`config.mk`:
```
export PLATFORM = sky130hd
export DESIGN_NAME = dyn_branch_predictor
export DESIGN_NICKNAME = d
export VERILOG_FILES = /design/src/rtl/bp_pkg.sv /design/src/rtl/bp_ras.sv /design/src/rtl/dyn_branch_predictor.sv
export SDC_FILE = /design/constraint.sdc
export NUM_CORES = 1
export LEC_CHECK = 0
export BUFFER_PORTS_ARGS = -buffer_cell sky130_fd_sc_hd__buf_2
export CORE_UTILIZATION = 60
export DETAILED_ROUTE_END_ITERATION = 8
export HOLD_SLACK_MARGIN = 0.05
export PLACE_DENSITY = 0.82
export RECOVER_POWER = 100
export SYNTH_ARGS = -nofsm -noshare
export SYNTH_HDL_FRONTEND = slang
export SYNTH_SLANG_ARGS = --single-unit
```
`constraint.sdc`:
```
create_clock -name CLK -period 6.2 [get_ports CLK]
set_input_delay 1.24 -clock CLK [delete_from_list [all_inputs] [get_ports CLK]]
set_output_delay 1.24 -clock CLK [all_outputs]
set_load 0.02 [all_outputs]
```
`src/rtl/bp_pkg.sv`:
```
// Shared definitions for the dynamic branch predictor: opcode constants,
// the 2-bit saturating counter type and its update function.
package bp_pkg;

   localparam int unsigned OP_W = 7;

   localparam logic [OP_W-1:0] OP_BRN  = 7'b0010000;
   localparam logic [OP_W-1:0] OP_CALL = 7'b0010001;
   localparam logic [OP_W-1:0] OP_BREQ = 7'b0010010;
   localparam logic [OP_W-1:0] OP_BRNE = 7'b0010011;
   localparam logic [OP_W-1:0] OP_BRCS = 7'b0010100;
   localparam logic [OP_W-1:0] OP_BRCC = 7'b0010101;
   localparam logic [OP_W-1:0] OP_RET  = 7'b0110010;

   // Strongly/weakly not-taken, weakly/strongly taken; MSB is the prediction.
   typedef enum logic [1:0] {
      SNT = 2'b00,
      WNT = 2'b01,
      WT  = 2'b10,
      ST  = 2'b11
   } bp_ctr_t;

   // Move one state toward the actual outcome, saturating at both ends.
   function automatic bp_ctr_t ctr_next(input bp_ctr_t c, input logic taken);
      bp_ctr_t n;
      case (c)
         SNT:     n = taken ? WNT : SNT;
         WNT:     n = taken ? WT  : SNT;
         WT:      n = taken ? ST  : WNT;
         ST:      n = taken ? ST  : WT;
         default: n = WNT;
      endcase
      return n;
   endfunction

endpackage

```
`src/rtl/bp_ras.sv`:
```
// Return-address stack: circular buffer with a write pointer and a saturating
// occupancy count. A push into a full stack overwrites the oldest entry; a pop
// of an empty stack is ignored.
// Ports:
//   clk, rst    clock, asynchronous active-high reset
//   push, pop   stack operations (never both in one cycle from the top level)
//   push_data   return address to store
//   top         most recently pushed entry (valid when !empty)
//   empty       no entries held
module bp_ras #(
   parameter int unsigned ADDR_W    = 10,
   parameter int unsigned RAS_DEPTH = 4
) (
   input  logic              clk,
   input  logic              rst,
   input  logic              push,
   input  logic              pop,
   input  logic [ADDR_W-1:0] push_data,
   output logic [ADDR_W-1:0] top,
   output logic              empty
);

   localparam int unsigned PTR_W = $clog2(RAS_DEPTH);
   localparam int unsigned CNT_W = $clog2(RAS_DEPTH + 1);

   logic [ADDR_W-1:0] mem_q [RAS_DEPTH];
   logic [ADDR_W-1:0] mem_d [RAS_DEPTH];
   logic [PTR_W-1:0]  ptr_q, ptr_d;
   logic [CNT_W-1:0]  cnt_q, cnt_d;
   logic [PTR_W-1:0]  top_ptr;

   // ptr_q is the next free slot; the top lives one below it (wrapping).
   assign top_ptr = ptr_q - PTR_W'(1);
   assign top     = mem_q[top_ptr];
   assign empty   = (cnt_q == '0);

   // Next-state for storage, pointer and count.
   always_comb begin
      mem_d = mem_q;
      ptr_d = ptr_q;
      cnt_d = cnt_q;
      if (push) begin
         mem_d[ptr_q] = push_data;
         ptr_d        = ptr_q + PTR_W'(1);
         if (cnt_q != CNT_W'(RAS_DEPTH)) begin
            cnt_d = cnt_q + CNT_W'(1);
         end
      end else if (pop && !empty) begin
         ptr_d = top_ptr;
         cnt_d = cnt_q - CNT_W'(1);
      end
   end

   // State registers.
   always_ff @(posedge clk or posedge rst) begin
      if (rst) begin
         mem_q <= '{default: '0};
         ptr_q <= '0;
         cnt_q <= '0;
      end else begin
         mem_q <= mem_d;
         ptr_q <= ptr_d;
         cnt_q <= cnt_d;
      end
   end

endmodule

```
`src/rtl/dyn_branch_predictor.sv`:
```
// Fetch-stage dynamic branch predictor. BRN/CALL always redirect to the decoded
// target, conditional branches use a table of 2-bit saturating counters and RET
// uses a return-address stack. Prediction is combinational; execute trains the
// table through the resolve port.
// Optional feature: define BP_GSHARE_EN to XOR a global outcome history into
// the table index used at fetch.
// Ports:
//   CLK, RST                          clock, asynchronous active-high reset
//   BP_OPCODE_HI_5/LO_2               fetched opcode bits [6:2] / [1:0]
//   BP_CURR_ADDR, BP_BRN_ADDR         fetch PC, decoded immediate target
//   BP_NOP_CLR, BP_STALL              bubble slot / fetch hold
//   BP_RES_VALID/IDX/TAKEN            resolved conditional branch from execute
//   BP_PC_LD, BP_PC_CNT_MUX_SEL       redirect fetch to BP_PRED_ADDR
//   BP_PRED_ADDR                      predicted target
//   BP_COND_BRN_TAKEN, BP_PRED_IDX    direction and index piped to execute
module dyn_branch_predictor
   import bp_pkg::*;
#(
   parameter int unsigned ADDR_W    = 10,
   parameter int unsigned IDX_W     = 4,
   parameter int unsigned RAS_DEPTH = 4
) (
   input  logic              CLK,
   input  logic              RST,
   input  logic [4:0]        BP_OPCODE_HI_5,
   input  logic [1:0]        BP_OPCODE_LO_2,
   input  logic [ADDR_W-1:0] BP_CURR_ADDR,
   input  logic [ADDR_W-1:0] BP_BRN_ADDR,
   input  logic              BP_NOP_CLR,
   input  logic              BP_STALL,
   input  logic              BP_RES_VALID,
   input  logic [IDX_W-1:0]  BP_RES_IDX,
   input  logic              BP_RES_TAKEN,
   output logic              BP_PC_LD,
   output logic              BP_PC_CNT_MUX_SEL,
   output logic [ADDR_W-1:0] BP_PRED_ADDR,
   output logic              BP_COND_BRN_TAKEN,
   output logic [IDX_W-1:0]  BP_PRED_IDX
);

   localparam int unsigned TBL_N = 2 ** IDX_W;

   logic [OP_W-1:0]   op;
   logic [IDX_W-1:0]  idx;
   bp_ctr_t           rd_ctr;
   bp_ctr_t           ctr_q [TBL_N];
   bp_ctr_t           ctr_d [TBL_N];
   logic              ras_ok;
   logic              ras_push;
   logic              ras_pop;
   logic              ras_empty;
   logic [ADDR_W-1:0] ras_top;
   logic [ADDR_W-1:0] ras_push_data;

   assign op            = {BP_OPCODE_HI_5, BP_OPCODE_LO_2};
   assign ras_push_data = BP_CURR_ADDR + ADDR_W'(1);
   assign ras_ok        = !RST && !BP_NOP_CLR && !BP_STALL;

`ifdef BP_GSHARE_EN
   logic [IDX_W-1:0] hist_q, hist_d;

   // Global history of resolved outcomes, newest at bit 0.
   always_comb begin
      hist_d = hist_q;
      if (BP_RES_VALID) begin
         hist_d = {hist_q[IDX_W-2:0], BP_RES_TAKEN};
      end
   end

   always_ff @(posedge CLK or posedge RST) begin
      if (RST) begin
         hist_q <= '0;
      end else begin
         hist_q <= hist_d;
      end
   end

   assign idx = BP_CURR_ADDR[IDX_W-1:0] ^ hist_q;
`else
   assign idx = BP_CURR_ADDR[IDX_W-1:0];
`endif

   // Read port sees the registered value only; same-cycle training is not bypassed.
   assign rd_ctr = ctr_q[idx];

   // Opcode decode and prediction outputs.
   always_comb begin
      BP_PC_LD          = 1'b0;
      BP_PRED_ADDR      = '0;
      BP_COND_BRN_TAKEN = 1'b0;
      ras_push          = 1'b0;
      ras_pop           = 1'b0;
      if (!RST && !BP_NOP_CLR) begin
         case (op)
            OP_BRN: begin
               BP_PC_LD     = 1'b1;
               BP_PRED_ADDR = BP_BRN_ADDR;
            end
            OP_CALL: begin
               BP_PC_LD     = 1'b1;
               BP_PRED_ADDR = BP_BRN_ADDR;
               ras_push     = ras_ok;
            end
            OP_BREQ, OP_BRNE, OP_BRCS, OP_BRCC: begin
               BP_COND_BRN_TAKEN = rd_ctr[1];
               BP_PC_LD          = rd_ctr[1];
               BP_PRED_ADDR      = BP_BRN_ADDR;
            end
            OP_RET: begin
               // Empty stack: no prediction, and the pop is dropped.
               if (!ras_empty) begin
                  BP_PC_LD     = 1'b1;
                  BP_PRED_ADDR = ras_top;
                  ras_pop      = ras_ok;
               end
            end
            default: ;
         endcase
      end
      BP_PC_CNT_MUX_SEL = BP_PC_LD;
      BP_PRED_IDX       = RST ? '0 : idx;
   end

   // Counter training from execute, independent of fetch stall/bubble.
   always_comb begin
      ctr_d = ctr_q;
      if (BP_RES_VALID) begin
         ctr_d[BP_RES_IDX] = ctr_next(ctr_q[BP_RES_IDX], BP_RES_TAKEN);
      end
   end

   always_ff @(posedge CLK or posedge RST) begin
      if (RST) begin
         ctr_q <= '{default: WNT};
      end else begin
         ctr_q <= ctr_d;
      end
   end

   bp_ras #(
      .ADDR_W    (ADDR_W),
      .RAS_DEPTH (RAS_DEPTH)
   ) u_ras (
      .clk       (CLK),
      .rst       (RST),
      .push      (ras_push),
      .pop       (ras_pop),
      .push_data (ras_push_data),
      .top       (ras_top),
      .empty     (ras_empty)
   );

endmodule
```
==> flow_summary.toml, run 1 <==
[timing]
finalSetupTns_ns = 0
fin_crit_sh_pct = 76.0
relSlewSlack_pct = 21.5
fin_crit_ns = 4.71
slew_viol_final = 0
fin_skew_ns = 0.00920
setup_viol = 0
whs_ns = 0.484
tightest_slew_ns = 1.17
max_freq_mhz = 212
rsz0062_at_grt = "false"
finalHoldViolations = 0

[logic_synthesis]
synthCells = 368
syn_nets = 411
ys_ff_latch = 77
ys_types = 45
synthesis.area_um2 = 4170
netlist.top_cell.by_area = "dfrtp_1"
synth.most_common_cell = "dfrtp_1"
async_reset_ff_share_pct = 100
synth.area.top_cells = "dfrtp_1, mux2_2, dfstp_2, mux4_2, o21ai_0"
yosysSeqAreaShare_pct = 46.7
yosysTopAreaCellShare_pct = 36.6
synth_edf_count = 0
yosys_warnings = 0
synthFlopType = "dfrtp_1"
synth_common_cells = "dfrtp_1, nand2_1, mux2_2, o21ai_0, nor2_1"
syn_area_per_cell_um2 = 11.3

[setup_path]
critPathKind = "input pin to output pin"
worstReg2RegStart = "u_ras.cnt_q[0]"
startpoint = "BP_OPCODE_HI_5[1]"
path_max_fanout = 12
critical_path_arrival_ns = 3.47
crit_path_end_kind = "output pin"
critPathLaunchType = "input pin"
worstPathRequired_ns = 4.96

[die]
core_area_um2 = 6760
start_util_pct = 61.7
chipHeight_um = 85.3
ios = 54
die-area_um2 = 7280
rows = 30
die_w_um = 85.3

[clocking]
cts_tree = "done"
root_buffer = "clkbuf_8"
cts_hold_buf = 0
postCtsSetupBuffers = 0
clockBufferDepth = 2
cts_inserted_buffers = 9
clock-sinks = 77
clk_latency_ns = 0.35
post_cts_resize_count = 0
h-tree-depth = 3
path_clk_slew_ns = 0.07

[route]
dr.pass1.iters = 4
vias = 2952
finalWirelength_um = 8570
drt.antenna.violating_nets = 0
first_iter_violations = 126
vias_per_cell = 5.93
routedWlPerCell_um = 17.2
drc = 0

[place]
io_buffers = 53
hpwl_um = 5940
gp_congestion = 0.820

[pwr]
p_per_area_nw_per_um2 = 269
power_mw = 1.24
leakagePower_nw = 1.96
ir_drop_mv = 0.206

[finish]
multi_input_area_um2 = 2090
seq_area_um2 = 1950
area_growth_pct = 10.5
fillers = 528
drive_above_1_share_pct = 30.4
nets = 456
antenna_cells = 0

[status]
status = "finished clean"

[global_routing]
grt_max_degree = 78
grt_pass1_vias = 3040
grt_usage_pct = 25.9
grt_pass1_wl_um = 14300
antenna_found_initial = 0
overflow = 0

[hold_path]
min-delay-start = "u_ras.mem_q[10]"
hp-class = "flop to flop"

[job]
drv_cap = 0
==> cell families after synthesis <==
| kind of cell | share of synthesized area [%] |
|---|---|
| flops | 46.7 |
| buf+inv | 3.15 |
| mux | 23.3 |
| xor+xnor | 2.52 |
| simple gates | 12.0 |
| compound gates | 9.55 |
| fa+ha+maj | 2.79 |
==> sequential cells by signal, summed over array words and instances, names as in the netlist <==
signal	count
u_ras.cnt_q	3
ctr_q	32
u_ras.ptr_q	2
u_ras.mem_q	40
==> per-layer routing <==
layer / GRT usage [%] / vias up / routed length, um
met4: 9.70 / 0 / 140
met3: 5.54 / 13 / 306
met2: 46.2 / 62 / 4560
met1: 31.0 / 1461 / 3560
li1: - / 1416 / -
met5: 0 / - / 0
==> critical path: stages <==
cell,delay (ns)
buf_2,0.11
or3b_2,0.52
nor4_2,1.00
a22oi_1,0.22
nor2_1,0.14
clkbuf_1,0.24
==> power breakdown <==
part           internal (mW)  switching [mW]
Clock                  0.196           0.181
Combinational          0.120           0.105
Sequential             0.595          0.0409
==> placed cells by master (no fill, tap or decap), drive strengths merged, types with 2 or more instances in the layout <==
cell type | Yosys | routed
a2111oi | 2 | 2
a21oi | 3 | 3
a22oi | 11 | 11
and3 | 4 | 4
buf | 8 | 34
clkbuf | 12 | 32
clkinv | 0 | 3
dfrtp | 61 | 61
dfstp | 16 | 16
ha | 5 | 5
inv | 9 | 8
maj3 | 3 | 3
mux2 | 42 | 42
mux2i | 8 | 8
mux4 | 18 | 18
nand2 | 44 | 44
nand2b | 5 | 5
nand3 | 10 | 10
nand3b | 6 | 6
nor2 | 24 | 24
nor2b | 4 | 4
nor3 | 3 | 3
o21ai | 43 | 43
xnor2 | 5 | 5
xor2 | 7 | 7
==> worst paths after layout <==
path                                   endpoint  slack [ns]  depth (start not counted)
worst min register to register  u_ras.mem_q[10]        0.48                          2
min in group asynchronous             ctr_q[21]        1.28                          3
worst max-delay path            BP_PRED_ADDR[8]        1.49                          6
worst max register to register   u_ras.cnt_q[0]        3.56                          5
worst min-delay path            u_ras.mem_q[10]        0.48                          2
max in group asynchronous        u_ras.mem_q[9]        4.34                          3
==> through the flow <==
| stage | setup slack, ns | std cells | instance area [um2] | utilization [%] |
|---|---|---|---|---|
| after floorplan | 2.02 | 368 | 4170 | - |
| after global placement | 1.60 | 482 | 4440 | 65.8 |
| after detailed placement | 1.52 | 482 | 4440 | 65.8 |
| after CTS | 1.52 | 498 | 4640 | 68.6 |
| after global routing | 1.28 | 498 | 4610 | 68.2 |
| final | 1.49 | 498 | 4610 | 68.2 |
==> final cells by class <==
| cell class | instances | share of cell area, % |
|---|---|---|
| Clock buffer | 12 | 3.15 |
| Clock inverter | 4 | 1.03 |
| Inverter | 9 | 0.733 |
| Multi-Input combinational cell | 262 | 45.3 |
| Sequential cell | 77 | 42.3 |
| Tap cell | 80 | 2.17 |
| Timing Repair Buffer | 54 | 5.38 |
Power figures use the tool's default switching activity.
==> run 2, diff against run 1 <==
--- a/config.mk
+++ b/config.mk
@@ -6,10 +6,10 @@
 export NUM_CORES = 1
 export LEC_CHECK = 0
 export BUFFER_PORTS_ARGS = -buffer_cell sky130_fd_sc_hd__buf_2
-export CORE_UTILIZATION = 60
+export CORE_UTILIZATION = 58
 export DETAILED_ROUTE_END_ITERATION = 8
 export HOLD_SLACK_MARGIN = 0.05
-export PLACE_DENSITY = 0.82
+export PLACE_DENSITY = 0.8
 export RECOVER_POWER = 100
 export SYNTH_ARGS = -nofsm -noshare
 export SYNTH_HDL_FRONTEND = slang
==> constraint.sdc (replaced) <==
create_clock -name CLK -period 4.75 [get_ports CLK]
set_input_delay 0.95 -clock CLK [delete_from_list [all_inputs] [get_ports CLK]]
set_output_delay 0.95 -clock CLK [all_outputs]
set_load 0.02 [all_outputs]
==> flow_summary.toml, run 2 (synthesized netlist as in run 1, its figures left out) <==
[status]
status = "complete, but fails checks"
violations = "capacitance limit, slew limit"

[timing]
tightest_slew_ns = 1.92
finalSetupTns_ns = 0
worst_slack_ns = 0.699
slew_viol_final = 54
fin_crit_ns = 4.05
fin_crit_sh_pct = 85.3
finalHoldViolations = 0
rsz0062_at_grt = "false"
max_freq_mhz = 247
fin_skew_ns = 0.00842
setup_viol = 0
relSlewSlack_pct = -28.0

[route]
vias = 2990
dr.pass1.iters = 5
drc = 0
routedWlPerCell_um = 16.8
drt.antenna.violating_nets = 0
first_iter_violations = 134
vias_per_cell = 5.81
finalWirelength_um = 8680

[setup_path]
critical_path_arrival_ns = 3.10
crit_chain = "inv_1, ha_1, mux4_2, a22oi_1, nor2_1, clkbuf_1"
critPathKind = "flop to output pin"
path_max_fanout = 14
reg2regPathDepth = 5
critical_path_buf_inv_count = 2
max_stage_delay_ns = 0.80
cp.depth = 6
worstPathRequired_ns = 3.80
crit_family = "adder cells"
critPathLaunchType = "flop"
crit_slowest_cell = "ha_1"
crit_path_end_kind = "output pin"

[clocking]
path_clk_slew_ns = 0.08
cts_hold_buf = 0
clock-sinks = 77
cts_inserted_buffers = 9
clockBufferDepth = 2
clk_latency_ns = 0.35
h-tree-depth = 3
postCtsSetupBuffers = 0
cts_tree = "done"
root_buffer = "clkbuf_8"
post_cts_resize_count = 0

[finish]
nets = 457
final_common_cell = "dfrtp_1"
fin_util_pct = 68.3
top_register = "u_ras.mem_q"
fillers = 526
area_growth_pct = 12.5
largest_reg_flops = 40
antenna_cells = 0
drive_above_1_share_pct = 30.3
final_cell_area_um2 = 4690
reg_top3 = "u_ras.mem_q (40), ctr_q (32), u_ras.cnt_q (3)"
layout_common_cells = "dfrtp_1, nand2_1, o21ai_0, mux2_2, buf_2"

[job]
drv_cap = 1

[place]
dp_slack_ns = 0.989
placed_area_um2 = 4470
io_buffers = 53
hpwl_um = 6170
gp_congestion = 0.816

[die]
core_area_um2 = 6870
start_util_pct = 60.7
ios = 54
chipHeight_um = 86.8
die-area_um2 = 7530
die_w_um = 86.8
rows = 30

[global_routing]
antenna_found_initial = 0
grt_max_degree = 54
grt_usage_pct = 25.0
grt_pass1_wl_um = 14200
overflow = 0
grt_pass1_vias = 3039

[pwr]
switching_share_pct = 24.7
seq_power_share_pct = 46.9
p_clk_share_pct = 36.4
intPower_mw = 1.33
p_comb_share_pct = 16.7
p_sw_mw = 0.437
p_per_area_nw_per_um2 = 378
leakagePower_nw = 1.99
ir_drop_mv = 0.227

[hold_path]
hp-class = "flop to flop"
hold_depth = 2
## run 2: cell count changes in the layout (fill, tap and decap cells not counted), sizes merged
cell and change:
bufinv +3, inv +1, clkinv -1, clkbuf -1, buf -1
## run 2: final cells by class
cell class                 count  area [um2]  share of cell area [%]
clock buffer                   9         124                    2.64
multi-input combinational    262        2080                    44.3
timing repair buffer          55         248                    5.28
sequential                    77        1950                    41.5
clock inverter                 7         138                    2.93
tap                           96         120                    2.56
inverter                       9        33.8                   0.720
## run 2: power by group through the flow
| stage | combinational (mW) | sequential (mW) | clock, mW |
|---|---|---|---|
| 2_1_floorplan | 0.240 | 0.821 | 0 |
| 3_3_place_gp | 0.292 | 0.836 | 0 |
| 3_5_place_dp | 0.304 | 0.844 | 0 |
| 4_1_cts | 0.305 | 0.831 | 0.652 |
| 5_1_grt | 0.323 | 0.841 | 0.681 |
| 6_report | 0.295 | 0.830 | 0.645 |
## run 2: final timing paths
| path | from | to | slack [ns] |
|---|---|---|---|
| worst max-delay path | u_ras.ptr_q[0] | BP_PRED_ADDR[8] | 0.70 |
| worst min-delay path | u_ras.mem_q[17] | u_ras.mem_q[17] | 0.48 |
| worst max register to register | u_ras.cnt_q[0] | u_ras.ptr_q[1] | 2.32 |
| worst min register to register | u_ras.mem_q[17] | u_ras.mem_q[17] | 0.48 |
| max in group asynchronous | RST | u_ras.mem_q[16] | 1.47 |
| min in group asynchronous | RST | u_ras.mem_q[4] | 1.32 |
## run 2: tightest hold or removal path, delay by kind of cell (launching register included)
family	cells	cell delay, ns
compound gates	1	0.06
flops	1	0.34
simple gates	1	0.05
## run 2: layer usage
metal / track usage [%] / vias up / wire, um
met2: 43.4 / 66 / 4500
met3: 5.24 / 13 / 302
met4: 8.94 / 0 / 116
li1: - / 1421 / -
met5: 0 / - / 0
met1: 31.0 / 1490 / 3760
## run 2: through the flow
stage | hold WS (ns) | cells | total power [mW]
CTS | 0.485 | 515 | 1.79
finish | 0.484 | 515 | 1.77
detailed placement | 0.467 | 499 | 1.15
floorplan | 0.445 | 368 | 1.06
global route | 0.505 | 515 | 1.85
global placement | 0.458 | 499 | 1.13
